--- src/rtl/de2_audio_pkg.sv ---
// Shared audio-path definitions: receiver FSM encoding and default link parameters.
package de2_audio_pkg;

   typedef enum logic [1:0] {
      RX_IDLE  = 2'd0,
      RX_LEFT  = 2'd1,
      RX_RIGHT = 2'd2
   } rx_state_e;

   localparam int AUDIO_DATA_W  = 16;
   localparam int I2S_DELAY_I2S = 1;
   localparam int I2S_DELAY_LJ  = 0;

endpackage

--- src/rtl/adc_receiver_if.sv ---
// Sample-pair output bus of the ADC receiver: held pair, valid/ready, overrun control.
interface adc_receiver_if
   import de2_audio_pkg::*;
#(
   parameter int DATA_W = AUDIO_DATA_W
);
   logic [DATA_W-1:0] left_out;
   logic [DATA_W-1:0] right_out;
   logic              valid;
   logic              ready;
   logic              overrun;
   logic              clear_ovr;

   modport master (
      output left_out, right_out, valid, overrun,
      input  ready, clear_ovr
   );

   modport slave (
      input  left_out, right_out, valid, overrun,
      output ready, clear_ovr
   );
endinterface

--- src/rtl/adc_receiver_sync_edge.sv ---
// 2-flop synchroniser for a small input bundle. Bit 0 additionally gets a registered
// rising-edge pulse; the remaining bits are passed out as plain synchronised levels.
module sync_edge #(
   parameter int W = 3
) (
   input  logic         clk,
   input  logic         reset,
   input  logic [W-1:0] d_i,
   output logic [W-2:0] q_o,
   output logic         rise_o
);
   logic [W-1:0] meta_q;
   logic [W-1:0] sync_q;
   logic         prev_q;
   logic         rise_q;

   // two-stage sync, then edge detect on bit 0 registered into a one-cycle pulse
   always_ff @(posedge clk or negedge reset) begin
      if (!reset) begin
         meta_q <= '0;
         sync_q <= '0;
         prev_q <= 1'b0;
         rise_q <= 1'b0;
      end else begin
         meta_q <= d_i;
         sync_q <= meta_q;
         prev_q <= sync_q[0];
         rise_q <= sync_q[0] & ~prev_q;
      end
   end

   assign q_o    = sync_q[W-1:1];
   assign rise_o = rise_q;
endmodule

--- src/rtl/adc_receiver.sv ---
// Codec ADC serial receiver: recovers BCLK/LRCK/DAT in the clk domain, deserialises
// MSB-first stereo slots and presents left/right pairs on a valid/ready bus.
module adc_receiver
   import de2_audio_pkg::*;
#(
   parameter int DATA_W    = AUDIO_DATA_W,
   parameter int I2S_DELAY = I2S_DELAY_I2S
) (
   input  logic          clk,
   input  logic          reset,
   input  logic          en,
   input  logic          bclk,
   input  logic          adclrck,
   input  logic          adcdat,
   adc_receiver_if.master rx
);
   localparam int CNT_MAX = DATA_W + I2S_DELAY;
   localparam int CNT_W   = $clog2(CNT_MAX + 1);
   localparam logic [DATA_W-1:0] MSB_ONE = {1'b1, {(DATA_W-1){1'b0}}};

   // counter saturates at the end of the capture window so long slots never wrap
   function automatic logic [CNT_W-1:0] cnt_next(input logic [CNT_W-1:0] c);
      return (c == CNT_W'(CNT_MAX)) ? c : c + 1'b1;
   endfunction

   // places the bit at its MSB-first position; short slots stay left-aligned, zero-padded
   function automatic logic [DATA_W-1:0] sh_next(input logic [CNT_W-1:0] c,
                                                 input logic [DATA_W-1:0] sh,
                                                 input logic d);
      logic [DATA_W-1:0] m;
      logic [DATA_W-1:0] r;
      r = sh;
      m = MSB_ONE >> (c - CNT_W'(I2S_DELAY));
      if (int'(c) >= I2S_DELAY && int'(c) < CNT_MAX)
         r = d ? (sh | m) : (sh & ~m);
      return r;
   endfunction

   logic [1:0] sync_lvl;
   logic       bclk_rise;
   logic       lrck_s;
   logic       dat_s;

   sync_edge #(.W(3)) u_sync (
      .clk    (clk),
      .reset  (reset),
      .d_i    ({adcdat, adclrck, bclk}),
      .q_o    (sync_lvl),
      .rise_o (bclk_rise)
   );

   assign lrck_s = sync_lvl[0];
   assign dat_s  = sync_lvl[1];

   rx_state_e         state_q;
   logic              seen_hi_q;
   logic [CNT_W-1:0]  cnt_q;
   logic [DATA_W-1:0] lsh_q;
   logic [DATA_W-1:0] rsh_q;

   logic [DATA_W-1:0] left_q,  left_d;
   logic [DATA_W-1:0] right_q, right_d;
   logic              valid_q, valid_d;
   logic              ovr_q,   ovr_d;
   logic              commit;
   logic              ovr_set;

   // a pair completes on the BCLK edge that sees LRCK return low after the right slot
   assign commit  = en & bclk_rise & (state_q == RX_RIGHT) & ~lrck_s;
   assign ovr_set = commit & valid_q & ~rx.ready;

   // slot tracking FSM; the LRCK-change edge is event 0 of the new slot
   always_ff @(posedge clk or negedge reset) begin
      if (!reset) begin
         state_q   <= RX_IDLE;
         seen_hi_q <= 1'b0;
         cnt_q     <= '0;
         lsh_q     <= '0;
         rsh_q     <= '0;
      end else if (!en) begin
         state_q   <= RX_IDLE;
         seen_hi_q <= 1'b0;
         cnt_q     <= '0;
         lsh_q     <= '0;
         rsh_q     <= '0;
      end else if (bclk_rise) begin
         case (state_q)
            RX_IDLE: begin
               if (lrck_s) begin
                  seen_hi_q <= 1'b1;
               end else if (seen_hi_q) begin
                  state_q   <= RX_LEFT;
                  seen_hi_q <= 1'b0;
                  cnt_q     <= cnt_next('0);
                  lsh_q     <= sh_next('0, '0, dat_s);
               end
            end
            RX_LEFT: begin
               if (lrck_s) begin
                  state_q <= RX_RIGHT;
                  cnt_q   <= cnt_next('0);
                  rsh_q   <= sh_next('0, '0, dat_s);
               end else begin
                  cnt_q <= cnt_next(cnt_q);
                  lsh_q <= sh_next(cnt_q, lsh_q, dat_s);
               end
            end
            RX_RIGHT: begin
               if (!lrck_s) begin
                  state_q <= RX_LEFT;
                  cnt_q   <= cnt_next('0);
                  lsh_q   <= sh_next('0, '0, dat_s);
               end else begin
                  cnt_q <= cnt_next(cnt_q);
                  rsh_q <= sh_next(cnt_q, rsh_q, dat_s);
               end
            end
            default: state_q <= RX_IDLE;
         endcase
      end
   end

   // output pair, valid and sticky overrun next-state
   always_comb begin
      left_d  = left_q;
      right_d = right_q;
      valid_d = valid_q;
      ovr_d   = ovr_q;
      if (commit) begin
         if (!valid_q || rx.ready) begin
            left_d  = lsh_q;
            right_d = rsh_q;
            valid_d = 1'b1;
         end
      end else if (valid_q && rx.ready) begin
         valid_d = 1'b0;
      end
      if (ovr_set)           ovr_d = 1'b1;
      else if (rx.clear_ovr) ovr_d = 1'b0;
   end

   // handshake registers
   always_ff @(posedge clk or negedge reset) begin
      if (!reset) begin
         left_q  <= '0;
         right_q <= '0;
         valid_q <= 1'b0;
         ovr_q   <= 1'b0;
      end else begin
         left_q  <= left_d;
         right_q <= right_d;
         valid_q <= valid_d;
         ovr_q   <= ovr_d;
      end
   end

   assign rx.left_out  = left_q;
   assign rx.right_out = right_q;
   assign rx.valid     = valid_q;
   assign rx.overrun   = ovr_q;
endmodule

--- src/flat_wrapper.sv ---
// flat-port wrapper written by rule: the top's interface ports become plain ports
module adc_receiver_flat import de2_audio_pkg::*;
#(
   parameter int DATA_W    = AUDIO_DATA_W,
   parameter int I2S_DELAY = I2S_DELAY_I2S
)
  (clk, reset, en, bclk, adclrck, adcdat, rx_left_out, rx_right_out, rx_valid, rx_overrun, rx_ready, rx_clear_ovr);
  adc_receiver_if #(.DATA_W(DATA_W)) rx_i ();
  input  logic clk;
  input  logic reset;
  input  logic en;
  input  logic bclk;
  input  logic adclrck;
  input  logic adcdat;
  output wire logic [$bits(rx_i.left_out)-1:0] rx_left_out;
  output wire logic [$bits(rx_i.right_out)-1:0] rx_right_out;
  output wire logic [$bits(rx_i.valid)-1:0] rx_valid;
  output wire logic [$bits(rx_i.overrun)-1:0] rx_overrun;
  input wire logic [$bits(rx_i.ready)-1:0] rx_ready;
  input wire logic [$bits(rx_i.clear_ovr)-1:0] rx_clear_ovr;
  assign rx_left_out = rx_i.left_out;
  assign rx_right_out = rx_i.right_out;
  assign rx_valid = rx_i.valid;
  assign rx_overrun = rx_i.overrun;
  assign rx_i.ready = rx_ready;
  assign rx_i.clear_ovr = rx_clear_ovr;
  adc_receiver #(.DATA_W(DATA_W), .I2S_DELAY(I2S_DELAY)) u_core (.clk(clk), .reset(reset), .en(en), .bclk(bclk), .adclrck(adclrck), .adcdat(adcdat), .rx(rx_i));
endmodule
--- config.mk ---
export PLATFORM = sky130hd
export DESIGN_NAME = adc_receiver_flat
export DESIGN_NICKNAME = d
export VERILOG_FILES = /design/src/rtl/de2_audio_pkg.sv /design/src/rtl/adc_receiver_if.sv /design/src/rtl/adc_receiver_sync_edge.sv /design/src/rtl/adc_receiver.sv /design/src/flat_wrapper.sv
export SDC_FILE = /design/constraint.sdc
export NUM_CORES = 1
export LEC_CHECK = 0
export CORE_AREA = 2 2 111 113
export DETAILED_ROUTE_END_ITERATION = 6
export DIE_AREA = 0 0 113 115
export GPL_ROUTABILITY_DRIVEN = 0
export HOLD_SLACK_MARGIN = 0.08
export PLACE_DENSITY_LB_ADDON = 0.15
export SYNTH_ARGS = -nofsm -noshare
export SYNTH_HDL_FRONTEND = slang
export SYNTH_HIERARCHICAL = 1
export SYNTH_SLANG_ARGS = --single-unit
--- constraint.sdc ---
create_clock -name clk -period 3.8 [get_ports clk]
set_input_delay 0.76 -clock clk [delete_from_list [all_inputs] [get_ports clk]]
set_output_delay 0.76 -clock clk [all_outputs]
set_load 0.02 [all_outputs]
==> results of run 1 <==
[cells in the mapped netlist, types with 2 or more instances]
| cell | count |
|---|---|
| mux2_2 | 35 |
| o22ai_1 | 15 |
| ha_1 | 10 |
| a21boi_0 | 6 |
| and2_1 | 2 |
| inv_1 | 21 |
| nand2b_1 | 7 |
| o21ai_0 | 33 |
| a32oi_1 | 3 |
| o31ai_1 | 2 |
| dfrtp_1 | 82 |
| nand2_1 | 34 |
| o2bb2ai_1 | 19 |
| nand3_1 | 5 |
| nor4b_1 | 2 |
| nor2b_1 | 9 |
| buf_4 | 7 |
| a21oi_1 | 9 |
| nor2_1 | 10 |
| buf_2 | 9 |
| a22oi_1 | 2 |
| o21bai_1 | 3 |
| mux2i_1 | 6 |
| clkbuf_1 | 5 |
[metal layers]
metal,vias to the layer above,track usage (%),share of wire [%],wire length (microns)
li1,1374,-,-,-
met1,1371,19.5,48,3980
met2,60,21.2,45,3790
met3,14,2.64,4.4,369
met4,0,7.15,2.2,185
met5,-,0,0,0
[stage by stage]
stage / util [%] / hold slack, ns
2_1_floorplan: - / 0.331
3_3_place_gp: 38.1 / 0.335
3_5_place_dp: 38.1 / 0.338
4_1_cts: 40.8 / 0.352
5_1_grt: 40.8 / 0.367
6_report: 40.8 / 0.349
[critical path: stages, from the launching register on]
cell       delay [ns]
dfrtp_1          0.60
ha_1             0.53
or3b_2           0.21
mux2i_1          0.08
o21ai_1          0.57
o21ai_0          0.24
o2bb2ai_1        0.18
[cells by family (layout without fill, tap and decap cells)]
family          after synthesis  in the layout  synth area share [%]
flops                        82             82                  51.0
buf+inv                      43             79                  5.13
fa+ha+maj                    10             10                  3.11
compound gates              100            100                  16.7
mux                          42             42                  11.6
xor+xnor                      1              1                 0.218
simple gates                 89             89                  12.4
[power breakdown]
group	internal, mW	total, mW	switching, mW
Combinational	0.0350	0.0963	0.0613
Clock	0.573	0.919	0.345
Sequential	0.879	0.888	0.00891
Total	1.49	1.90	0.416
[state kept, by name (all words and copies together) (netlist names)]
| register | count |
|---|---|
| u_core/u_sync/sync_q | 3 |
| u_core/rx.overrun | 1 |
| u_core/rx.left_out | 16 |
| u_core/rx.right_out | 16 |
| u_core/lsh_q | 16 |
| u_core/u_sync/meta_q | 3 |
| u_core/u_sync/rise_o | 1 |
| u_core/u_sync/prev_q | 1 |
| u_core/rx.valid | 1 |
| u_core/state_q | 2 |
| u_core/rsh_q | 16 |
| u_core/cnt_q | 5 |
| u_core/seen_hi_q | 1 |
[cell type report]
| cell class | instances | area share, % |
|---|---|---|
| clock buffers | 9 | 4.67 |
| multi-input cells | 242 | 36.7 |
| well taps | 147 | 3.82 |
| flip-flops and latches | 82 | 42.6 |
| inverters | 21 | 1.64 |
| clock inverters | 7 | 1.95 |
| repair buffers | 42 | 8.62 |
[path summary, 6_finish.rpt]
kind	endpoint	slack [ns]	cells past startpoint
worst max-delay path	u_core/rsh_q[10]	1.28	6
worst min-delay path	u_core/u_sync/sync_q[1]	0.35	0
worst max register to register	u_core/rsh_q[10]	1.28	6
worst min register to register	u_core/u_sync/sync_q[1]	0.35	0
max in group asynchronous	u_core/cnt_q[1]	2.54	1
min in group asynchronous	u_core/u_sync/prev_q	0.59	1
==> out/results.tsv, run 1 <==
stage	metric	value	unit
final_layout	multi-input logic area	1770	sq um
place	DP HPWL	5610	microns
power_and_ir_drop	leakage	2.06	nW
final_layout	register area	2050	sq um
clock_network	# clock sinks	82	
clock_network	Post-CTS Setup Inserts	0	
worst_setup_path	Worst EP arrival	2.74	ns
sta	FMAX	396	MHz
sta	worst slew pin tran	1.02	ns
logic_synthesis	synthesis-stage register bit count	82	
worst_setup_path	Worst Path Required	4.01	ns
worst_setup_path	CP max FO	13	
clock_network	clock buffer depth	2	
logic_synthesis	Post-synth EDFFs	0	
sta	slew margin rel.	32.0	%
logic_synthesis	asr flop ratio synth	100	%
logic_synthesis	post-synth top area cell	dfrtp_1	
clock_network	Num CTS Buffers	9	
grt	first-pass GRT wire length	14400	microns
sta	total negative slack	0	ns
floorplan	# rows	40	
clock_network	Skew-Pair Late Insertion Delay	0.34	ns
grt	pin count of the biggest net entering global routing	83	
logic_synthesis	Synth top area share	51.0	%
final_layout	Antenna diodes	0	
clock_network	CTS root buf	clkbuf_16	
clock_network	CTS tree	done	
sta	final setup fails	0	
grt	total grt overflow	0	
worst_setup_path	Worst Setup SP	u_core/cnt_q[0]	
place	Setup WS pre-CTS	1.06	ns
final_layout	layout cell share with drive strength beyond 1	16.1	%
sta	Final Skew	0.00577	ns
route	DR iter-0 viols	106	
final_layout	area delta synth->final	19.7	%
sta	fin worst setup slack	1.28	ns
route	drt first pass iters	6	
place	port buffer count	41	
route	Routed WL per cell	15.1	microns
logic_synthesis	mapped cell area	4030	sq um
logic_synthesis	Synth Warn #	6	
sta	final hold vios	0	
status	status	finished with violations	
floorplan	Die ar.	13000	sq um
logic_synthesis	post-synth cell types	55	
floorplan	Die H	115	microns
route	DRC	3	
sta	Max Slew Vio Count	0	
place	DP Area	4500	sq um
logic_synthesis	top post-synthesis cells by area	dfrtp_1, mux2_2, o2bb2ai_1	
grt	vias in the first global route	2799	
sta	fin crit period	2.52	ns
run	Max Cap Violations	0	
sta	unrepaired setup endpoints after global routing	no	
logic_synthesis	post-synthesis sequential area ratio	51.0	%
route	vias per cell	5.13	
sta	Tcrit/Tclk final	66.4	%
final_layout	most common cell after layout, fill and taps aside	dfrtp_1	
clock_network	Clock transition at path regs	0.06	ns
logic_synthesis	Synth Flop Type	dfrtp_1	
grt	initial antenna violation count	0	
power_and_ir_drop	Final Power	1.90	mW
min_path	Hold Startpoint	u_core/u_sync/meta_q[1]	
final_layout	Fillers	1157	
floorplan	DIE WIDTH	113	microns
place	placed cells	534	
power_and_ir_drop	pwr dens	395	nW/um^2
clock_network	post-CTS sizing	0	
route	via count	2819	
floorplan	core area	11800	sq um
worst_setup_path	Worst setup SP type	flip-flop	
worst_setup_path	Setup crit end kind	flip-flop	
worst_setup_path	Setup Crit Path Kind	reg2reg	
logic_synthesis	Syn Area/Cell	11.0	sq um
status	failing checks	DRC	
route	Post-DRT Antenna Nets	0	
logic_synthesis	Post-Synthesis Cells	367	
final_layout	Nets	416	
floorplan	Starting Density	34.1	%
final_layout	most frequent cells in the layout	dfrtp_1, clkdlybuf4s50_1, mux2_2	
clock_network	H-tree depth	3	
min_path	HP Class	reg2reg	
final_layout	final std cells w/o fill	550	
route	Post-Route WL	8330	microns
final_layout	Final Instance Area	4820	sq um
clock_network	CTS hold repair buffers	0	
worst_setup_path	Worst R2R Start	u_core/cnt_q[0]	
floorplan	I/O pin cnt	42	
grt	Total GRT Usage	14.1	%
power_and_ir_drop	VDD IR-drop max	0.176	mV
logic_synthesis	Syn Nets	385	
Note: power is estimated with default switching activity, not from simulation.
==> run 2: changes to the inputs <==
==> constraint.sdc (replaced) <==
create_clock -name clk -period 2.1 [get_ports clk]
set_input_delay 0.42 -clock clk [delete_from_list [all_inputs] [get_ports clk]]
set_output_delay 0.42 -clock clk [all_outputs]
set_load 0.02 [all_outputs]
==> run 2 against run 1 <==
  * First-iteration DRC count up 47%
  * Highest routed layer unchanged
  * Core utilization rose by 2.9 points
  * Clock skew up 0.0011 ns
  * Via count grew 2.6%
  * Fmax increased by 27%
  * Final area rose by 7.1%
  * Combinational power increased by 130%
  * Sequential cell count did not move
  * Global-route usage grew 0.55 points
  * The run still ends with DRC left
  * Power up 83%
  * Critical path depth is 1 higher
  * Worst hold slack got worse by 0.0014 ns
==> out/results.tsv, run 2 (synthesis results as in run 1) <==
stage	metric	value	unit	change
grt	pin count of the biggest net entering global routing	37		-55%
route	Post-DRT Antenna Nets	0		unchanged
grt	gr busiest metal	met2		
sta	Final Skew	0.00692	ns	+0.00114 ns
status	failing checks	DRC		
route	DR iter-0 viols	156		+47%
route	Routed WL per cell	16.2	microns	+6.9%
final_layout	register area	2050	sq um	+0.12%
worst_setup_path	Setup crit end kind	flip-flop		
final_layout	multi-input logic area	1840	sq um	+4.0%
floorplan	Die ar.	13000	sq um	unchanged
floorplan	Starting Density	34.1	%	unchanged
final_layout	Antenna diodes	0		unchanged
sta	Max Slew Vio Count	0		unchanged
power_and_ir_drop	leakage	2.22	nW	+8.2%
sta	final hold vios	0		unchanged
final_layout	area delta synth->final	28.2	%	
clock_network	# clock sinks	82		unchanged
place	port buffer count	41		unchanged
route	vias per cell	4.99		-2.7%
route	DRC	3		unchanged
place	placed cells	559		+4.7%
sta	fin crit period	1.99	ns	-0.532 ns
final_layout	Final Instance Area	5160	sq um	+7.1%
sta	FMAX	502	MHz	+27%
place	Setup WS pre-CTS	0.0337	ns	-1.03 ns
worst_setup_path	Worst Path Required	2.32	ns	-1.69 ns
grt	met2 Usage GRT	21.8	%	+0.64 points
final_layout	most common cell after layout, fill and taps aside	dfrtp_1		
grt	met1 Usage GRT	20.3	%	+0.75 points
sta	fin worst setup slack	0.108	ns	-1.17 ns
clock_network	CTS tree	done		
final_layout	most frequent cells in the layout	dfrtp_1, clkdlybuf4s50_1, mux2_2		
route	via count	2892		+2.6%
final_layout	Fillers	1142		-1.3%
grt	met3 usage	4.01	%	+1.4 points
clock_network	clock buffer depth	2		unchanged
clock_network	H-tree depth	3		unchanged
clock_network	CTS root buf	clkbuf_16		
sta	Tcrit/Tclk final	94.8	%	+28 points
sta	worst slew pin tran	0.460	ns	-0.559 ns
place	DP Area	4730	sq um	+5.0%
grt	initial antenna violation count	0		unchanged
worst_setup_path	Cell Chain, Critical Path	inv_1 -> ha_2 -> buf_4 -> nand4b_1 -> nor2b_4 -> clkbuf_16 -> mux2_2		
min_path	HP Class	reg2reg		
grt	vias in the first global route	2897		+3.5%
grt	first-pass GRT wire length	14800	microns	+3.3%
clock_network	Clock transition at path regs	0.05	ns	about the same
grt	Total GRT Usage	14.6	%	+0.55 points
floorplan	DIE WIDTH	113	microns	unchanged
sta	total negative slack	0	ns	unchanged
worst_setup_path	slowest CP cell	dfrtp_1		
worst_setup_path	critical path's largest stage delay	0.41	ns	-0.19 ns
final_layout	layout cell share with drive strength beyond 1	23.6	%	+7.4 points
sta	slew margin rel.	69.1	%	+37 points
floorplan	Die H	115	microns	unchanged
floorplan	# rows	40		unchanged
worst_setup_path	Setup Crit Path Kind	reg2reg		
floorplan	core area	11800	sq um	unchanged
route	Post-Route WL	9390	microns	+13%
sta	final setup fails	0		unchanged
clock_network	Num CTS Buffers	9		unchanged
worst_setup_path	CP max FO	16		+3
route	drt first pass iters	6		unchanged
worst_setup_path	Worst setup SP type	flip-flop		
power_and_ir_drop	VDD IR-drop max	0.355	mV	+100%
status	status	finished with violations		
worst_setup_path	Worst EP arrival	2.22	ns	-0.52 ns
place	DP HPWL	6270	microns	+12%
floorplan	I/O pin cnt	42		unchanged
clock_network	Skew-Pair Late Insertion Delay	0.34	ns	about the same
final_layout	Nets	446		+7.2%
final_layout	final std cells w/o fill	580		+5.5%
power_and_ir_drop	pwr dens	676	nW/um^2	+71%
sta	unrepaired setup endpoints after global routing	no		
run	Max Cap Violations	0		unchanged
grt	total grt overflow	0		unchanged
run 2: changes by cell type in the layout (fill, tap and decap cells not counted), moves of 2 or more:
cell,delta
buf_4,+24
clkinv_2,-2
ha_1,-3
clkbuf_1,+4
dfrtp_1,-2
ha_2,+3
dfrtp_2,+2
clkinvlp_4,-2
buf_12,+3
run 2: what timing repair did:
action	4_1_cts	5_1_grt
hold buffers	1	0
resized for setup	0	16
endpoints found under the hold margin	24	0
setup buffers	0	2
endpoints found under the setup margin	0	47
run 2: per-layer routing:
metal  vias to the layer above  wire length, microns
met4                         0                   148
met3                        11                   324
met2                        38                  4360
met5                         -                     0
li1                       1434                     -
met1                      1409                  4560
run 2: layout make-up:
type	count	area share [%]
well taps	147	3.56
repair buffers	71	13.4
clock inverters	2	1.16
clock buffers	14	4.92
inverters	21	1.53
flip-flops and latches	82	39.8
multi-input cells	243	35.7
run 2: critical path: cells and delay by family, from the launching register on:
kind,cells,cell delay (ns)
multiplexers,1,0.34
AND/OR/NAND/NOR,2,0.46
adder cells (fa/ha/maj),1,0.21
buffers and inverters,3,0.45
flip-flops,1,0.41
run 2: per-stage QoR:
stage	utilization (%)	hold slack (ns)	total power [mW]
after floorplan	-	0.124	1.75
after global placement	40.0	0.334	1.84
after detailed placement	40.0	0.339	1.84
after CTS	42.8	0.352	3.53
after global routing	43.7	0.352	3.63
final	43.7	0.347	3.49
run 2: final timing paths:
path                                      endpoint               startpoint  cells after the start  slack, ns
min reg2reg                u_core/u_sync/sync_q[2]  u_core/u_sync/meta_q[2]                      0       0.35
max                         u_core/rx.right_out[5]        u_core/state_q[0]                      7       0.11
max in group asynchronous     u_core/u_sync/rise_o                    reset                      3       0.95
min                        u_core/u_sync/sync_q[2]  u_core/u_sync/meta_q[2]                      0       0.35
max reg2reg                 u_core/rx.right_out[5]        u_core/state_q[0]                      7       0.11
min in group asynchronous          u_core/rsh_q[5]                    reset                      2       0.53
run 2: power by group:
group | switching [mW] | internal, mW | leakage, nW
Sequential | 0.0136 | 1.59 | 1.12
Combinational | 0.130 | 0.0921 | 0.950
Clock | 0.586 | 1.07 | 0.151
